<file path="config.mk">
export PLATFORM = sky130hd
export DESIGN_NAME = counter_scheduler
export DESIGN_NICKNAME = d
export VERILOG_FILES = /design/src/rtl/counter_sched_pkg.sv /design/src/rtl/counter_scheduler_tick_gen.sv /design/src/rtl/counter_scheduler.sv
export SDC_FILE = /design/constraint.sdc
export NUM_CORES = 1
export LEC_CHECK = 0
export CAP_MARGIN = 20
export CORE_MARGIN = 4
export CORE_UTILIZATION = 46
export DETAILED_ROUTE_END_ITERATION = 6
export GPL_TIMING_DRIVEN = 0
export PLACE_DENSITY = 0.82
export SLEW_MARGIN = 20
export SYNTH_ARGS = -nofsm -noshare
export SYNTH_HDL_FRONTEND = slang
export SYNTH_HIERARCHICAL = 1
export SYNTH_SLANG_ARGS = --single-unit
</file>
<file path="constraint.sdc">
create_clock -name clk -period 1.99 [get_ports clk]
set_input_delay 0.199 -clock clk [delete_from_list [all_inputs] [get_ports clk]]
set_output_delay 0.199 -clock clk [all_outputs]
set_load 0.01 [all_outputs]
</file>
<file path="src/rtl/counter_sched_pkg.sv">
// counter_sched_pkg: state encoding, requester count, default width and owner one-hot helper for counter_scheduler
package counter_sched_pkg;
  typedef enum logic [1:0] {IDLE, RUN, DONE} state_e;
  localparam int NUM_REQ = 2;
  localparam int DEF_WIDTH = 8;
  function automatic logic [NUM_REQ-1:0] owner_oh(input logic idx);
    return idx ? 2'b10 : 2'b01;
  endfunction
endpackage

</file>
<file path="src/rtl/counter_scheduler_tick_gen.sv">
// tick_gen: count-enable prescaler (clk, reset active-low async, clear, freeze -> one-cycle tick every PRESCALE unfrozen cycles)
module tick_gen #(
  parameter int PRESCALE = 4
) (
  input  logic clk,
  input  logic reset,
  input  logic clear,
  input  logic freeze,
  output logic tick
);
  localparam int CW = $clog2(PRESCALE);
  logic [CW-1:0] cnt_q, cnt_d;
  logic wrap;
  always_comb begin
    wrap  = cnt_q == CW'(PRESCALE - 1);
    cnt_d = clear ? '0 : freeze ? cnt_q : wrap ? '0 : cnt_q + CW'(1);
    tick  = wrap && !freeze && !clear;
  end
  always_ff @(posedge clk or negedge reset)
    if (!reset) cnt_q <= '0;
    else cnt_q <= cnt_d;
endmodule

</file>
<file path="src/rtl/counter_scheduler.sv">
// counter_scheduler: round-robin timeshare of one up-counter (clk, reset active-low async, req, tc0, tc1, hold -> gnt, busy, count, done); COUNTER_PRESCALE_EN adds a tick_gen prescaler
module counter_scheduler
  import counter_sched_pkg::*;
#(
  parameter int WIDTH    = DEF_WIDTH,
  parameter int PRESCALE = 4
) (
  input  logic               clk,
  input  logic               reset,
  input  logic [NUM_REQ-1:0] req,
  input  logic [WIDTH-1:0]   tc0,
  input  logic [WIDTH-1:0]   tc1,
  input  logic               hold,
  output logic [NUM_REQ-1:0] gnt,
  output logic               busy,
  output logic [WIDTH-1:0]   count,
  output logic [NUM_REQ-1:0] done
);
  state_e           state_q, state_d;
  logic [WIDTH-1:0] count_q, count_d;
  logic [WIDTH-1:0] tc_q, tc_d;
  logic             owner_q, owner_d;
  logic             last_q, last_d;
  logic             winner;
  logic             tick;
  if (PRESCALE < 2) begin : g_bad_prescale
    $error("PRESCALE must be at least 2");
  end
`ifdef COUNTER_PRESCALE_EN
  tick_gen #(.PRESCALE(PRESCALE)) u_tick (
    .clk    (clk),
    .reset  (reset),
    .clear  (state_q == IDLE && |req),
    .freeze (hold),
    .tick   (tick)
  );
`else
  assign tick = 1'b1;
`endif
  assign winner = &req ? ~last_q : req[1];
  always_ff @(posedge clk or negedge reset)
    if (!reset) begin
      state_q <= IDLE;
      count_q <= '0;
      tc_q    <= '0;
      owner_q <= 1'b0;
      last_q  <= 1'b1;
    end else begin
      state_q <= state_d;
      count_q <= count_d;
      tc_q    <= tc_d;
      owner_q <= owner_d;
      last_q  <= last_d;
    end
  always_comb begin
    state_d = state_q;
    count_d = count_q;
    tc_d    = tc_q;
    owner_d = owner_q;
    last_d  = last_q;
    case (state_q)
      IDLE:
        if (|req) begin
          state_d = RUN;
          owner_d = winner;
          tc_d    = winner ? tc1 : tc0;
          count_d = '0;
        end
      RUN:
        if (!req[owner_q]) begin
          state_d = IDLE;
          count_d = '0;
        end else if (!hold && tick) begin
          if (count_q == tc_q) state_d = DONE;
          else count_d = count_q + WIDTH'(1);
        end
      DONE: begin
        state_d = IDLE;
        last_d  = owner_q;
      end
      default: state_d = IDLE;
    endcase
  end
  always_comb begin
    gnt   = state_q == RUN ? owner_oh(owner_q) : '0;
    done  = state_q == DONE ? owner_oh(owner_q) : '0;
    busy  = state_q != IDLE;
    count = count_q;
  end
endmodule

</file>
After elaboration in Yosys (flattened, before gate mapping)
Index checks and enable logic that the tools add are counted.
Word-level totals
  output and inout bits: 13
  logic and storage cells: 40
  bits of input ports: 21
  register bits after elaboration: 20
Cells by class
  eq/ne operators: 7
  magnitude comparators: 1
  $add $sub $neg: 1
  multiplexer cells: 17
  bitwise logic cells: 1
  reduce and logical (&&, ||, !) cells: 8
Operators by type and width (number)
  $mux 8: 5
  $pmux 8 s2: 1
  $mux 2: 7
  $ne 3x3->1 const B: 3
  $add 8x1->8 const B: 1
  $eq 8x8->1: 1
  $pmux 2 s2: 1
  $reduce_and 2->1: 2
  $reduce_and 4->1: 1
  $reduce_bool 2->1: 2
  $mux 1: 3
  $reduce_and 3->1: 1
  $eq 2x1->1 const B: 1
  $eq 2x2->1 const B: 1
  $logic_not 2->1: 1
  $lt 1x2->1 const B: 1
  $ne 2x2->1 const B: 1
  $reduce_or 2->1: 1
  $not 1->1: 1

Longest topological paths before layout
  depth in word-level cells: 5
  gate-level depth with buffers: 6
  gate-level depth less buffers: 6

Worst setup path before layout
No wires, ideal clock.
  path kind: register to register
  from: register owner_q
  to: register count_q[4], in the netlist count[4]
  path slack: 0.181 ns
  stages on the path, launching flop included: 5
  data required time: 1.864 ns
  path buffers: 0
  clock period less this slack: 1.809 ns
  setup time: 0.126 ns
  data arrival time: 1.683 ns
  cell sequence: dfrtp_1 -> mux2_4 -> a311o_1 -> or2_1 -> a221o_1
Between the ends
  longest elaborated chain between the ends: 4
  elaborated cells between the ends (all ways): 7
  classes of those cells: 2 x eq/ne; 4 x mux; 1 x reduce/logical
RTL lines
  start, declared: line counter_scheduler.sv:22  | logic owner_q, owner_d;
  start signal, assigned: line counter_scheduler.sv:52  | owner_q <= owner_d;
  $mux 1 (not written as such) (*) (2 in a row): line counter_scheduler.sv:70  | if (!req[owner_q]) begin
  $ne 3x3->1 (no line) or $mux 8 (tied branches)
  $reduce_and 4->1 (no line) or $pmux 8 s2 (tied branches)
  end signal, assigned: line counter_scheduler.sv:50  | count_q <= count_d;
  end, declared: line counter_scheduler.sv:20  | logic [WIDTH-1:0] count_q, count_d;
Mark *: on every way between the ends. The rest lies on a longest branch, timed or not. The select of a mux whose other input is x is not followed.
A chain may end at the register's enable or synchronous reset.

Final worst setup path
Ends and elaborated chain as after synthesis.

==> impl_metrics.csv <==
group,metric,value,unit
run_status,status,"completed",
drt,drt-total-wl,2460,um
floorplanning,core_area,0.00225,sq mm
power_and_ir_drop,peakVddDrop,552,uV
logic_synthesis,yosysTopAreaCell,"dfrtp_1",
drt,drt-pass1-iter-count,4,
global_route,grt_usage,15.6,%
timing,fmax,524,MHz
floorplanning,dieArea,0.00329,sq mm
logic_synthesis,synth_top_area_share,42.5,%
logic_synthesis,ys_seq_elements,20,
timing,slew_headroom,42.2,%
finish,nNetsFinal,178,
drt,drc,0,
hold_path,hp-class,"in2async",
worst_setup_path,critPathSlowestCell,"dfrtp_1",
timing,tightestPinTransition,0.864,ns
worst_setup_path,cp-start-kind,"flip-flop",
global_route,grt_start_max_net_pins,21,
timing,hold_viol,0,
logic_synthesis,synthTopCellsByArea,"dfrtp_1, nor2_1, mux2i_1",
finish,mostFrequentLayoutCells,"clkdlybuf4s50_1, nor2_1, dfrtp_1",
logic_synthesis,synth_cell_type_count,33,
drt,dr.first_iter.drc_count,19,
worst_setup_path,cp_data_arrival_time,2.10,ns
placed_design,place_ws,-0.177,ns
clock_tree,cts.clk_slew.worst_paths,0.12,ns
worst_setup_path,cp_data_required_time,2.18,ns
logic_synthesis,synth_area,0.00112,sq mm
clock_tree,cts_tree,"yes",
logic_synthesis,yosys_warnings,6,
timing,setup_viol_count_final,0,
timing,layout_setup_ws,0.0828,ns
finish,syn_to_final_growth,37.2,%
global_route,grt_overflow,0,
floorplanning,placementRows,17,
worst_setup_path,crit_chain,"mux2_4, a311o_2, or2_1, a221o_1",
drt,wl_per_cell,13.5,um
floorplanning,boundaryPins,34,
drt,viasPerCell,5.44,
floorplanning,initial_utilization,49.7,%
timing,rsz0062_at_grt,"false",
power_and_ir_drop,p_clk_share,16.2,%
placed_design,place_hpwl,1980,um
worst_setup_path,cp-end-kind,"flip-flop",
power_and_ir_drop,swShare,36.1,%
clock_tree,htree_levels,1,
placed_design,portBuffers,33,
global_route,first_global_vias,948,
placed_design,gp_congestion,0.784,
drt,ant_nets,0,
power_and_ir_drop,p_switching,0.000524,W
power_and_ir_drop,combPwrFrac,41.4,%
floorplanning,die-height,57.3,um
finish,diodes,0,
logic_synthesis,syn_inst,118,
drt,vias,995,
logic_synthesis,syn_avg_cell_area,9.49,sq um
power_and_ir_drop,leakagePower,0.676,nW
power_and_ir_drop,seqPwrFrac,42.3,%
timing,slew_viol_final,0,
logic_synthesis,synth_nets,140,
clock_tree,cts_setup_buffers,0,
finish,final_common_cell,"clkdlybuf4s50_1",
worst_setup_path,worstSetupPathType,"reg2reg",
worst_setup_path,cpPeakStageDelay,0.44,ns
timing,layout_worst_path_cycle_share,95.8,%
global_route,grt_pass1_wl,4240,um
run,max_cap_viol_count,0,
clock_tree,numCtsBuffers,3,
logic_synthesis,ys_seq_area_share,44.8,%
clock_tree,clock-sinks,20,
clock_tree,cts-root-buf,"clkbuf_4",
worst_setup_path,cp_max_fo,7,
global_route,antenna_found_initial,0,
timing,fin_skew,0.00402,ns
timing,hold_ws,0.383,ns
clock_tree,cts_hold_buf,0,
power_and_ir_drop,power_density,946,mW/mm^2
clock_tree,clock_path_buffers,2,
floorplanning,die_w,57.3,um
power_and_ir_drop,p_int,0.000929,W
timing,fin_crit,1.91,ns
clock_tree,clk_latency,0.30,ns
finish,drive_gt1_share,9.03,%
## per-stage QoR
step	cell area [sq um]	cells	setup TNS, ns	utilization, %	total power (W)
after CTS	1530	183	0	67.7	0.00146
after global placement	1490	179	-0.189	65.9	0.00119
after floorplan	1120	118	0	-	0.000988
final	1540	183	0	68.1	0.00145
after global routing	1540	183	0	68.1	0.00156
after detailed placement	1490	179	-0.258	65.9	0.00121
## logic make-up after synthesis
logic type | synth area share [%]
flops | 44.8
fa+ha+maj | 1.12
simple gates | 20.1
compound gates | 17.1
mux | 8.49
buf+inv | 2.12
xor+xnor | 6.26
## sequential cells by signal, summed over array words and instances (netlist names)
name     cells
state_q      2
owner_q      1
last_q       1
tc_q         8
count        8
## critical path, delay by kind of cell, from the launching register on
family,cells,cell delay (ns)
AOI/OAI and AO/OA,2,0.79
DFF,1,0.44
muxes,1,0.33
and+or+nand+nor,1,0.25
## path summary, 6_finish.rpt
check                               startpoint                    to  slack, ns  depth (start not counted)
hold reg to reg             last_q$_DFFE_PN1N_    last_q$_DFFE_PN1N_       0.52                          1
setup / recovery           owner_q$_DFFE_PN0P_  count[4]$_DFFE_PN0P_       0.08                          4
max in group asynchronous                reset   tc_q[3]$_DFFE_PN0P_       1.08                          1
min in group clk            last_q$_DFFE_PN1N_    last_q$_DFFE_PN1N_       0.52                          1
hold / removal                           reset  count[3]$_DFFE_PN0P_       0.38                          1
setup reg to reg           owner_q$_DFFE_PN0P_  count[4]$_DFFE_PN0P_       0.08                          4
## power by group through the flow
| stage | Clock [W] | Combinational [W] | Sequential, W |
|---|---|---|---|
| floorplan | 0 | 0.000380 | 0.000608 |
| global placement | 0 | 0.000568 | 0.000619 |
| detailed placement | 0 | 0.000592 | 0.000623 |
| CTS | 0.000244 | 0.000598 | 0.000615 |
| global route | 0.000261 | 0.000668 | 0.000634 |
| finish | 0.000236 | 0.000602 | 0.000615 |
## layer usage
metal / wire [um] / share of wire, % / GRT usage, % / vias up
li1: - / - / - / 491
met1: 1120 / 45 / 20.7 / 477
met2: 1210 / 49 / 26.8 / 27
met3: 137 / 5.6 / 3.17 / 0
met4: 0 / 0 / 1.99 / 0
met5: 0 / 0 / 0 / -
## what timing repair did
action                     4_1_cts  5_1_grt
gates resized for setup          1        3
pin swaps                        0        1
setup endpoints to repair        5        6
## final cells by class
class	instances	area, sq um
plain buffers	3	12.5
repair buffers	33	330
fillers	183	718
clock buffers	4	36.3
flip-flops and latches	20	502
inverters	3	11.3
multi-input cells	92	609
well taps	28	35.0
## Yosys cell counts, drive strengths merged
cell type   n
nand2b      3
o41ai       1
mux2        1
a21o        1
xnor2       8
o21bai      1
a22o        1
and3        2
dfstp       1
or3b        2
buf         1
o21ai       4
o22ai       1
nand2       5
o31ai       7
inv         3
a311o       1
or2b        1
a21oi       8
nor2       23
a221o       1
or2         2
nor3        2
nand3       3
nor2b       2
ha          1
mux2i       8
dfrtp      19
clkbuf      2
a21boi      1
nand4       2
(Power assumes the default switching activity.)
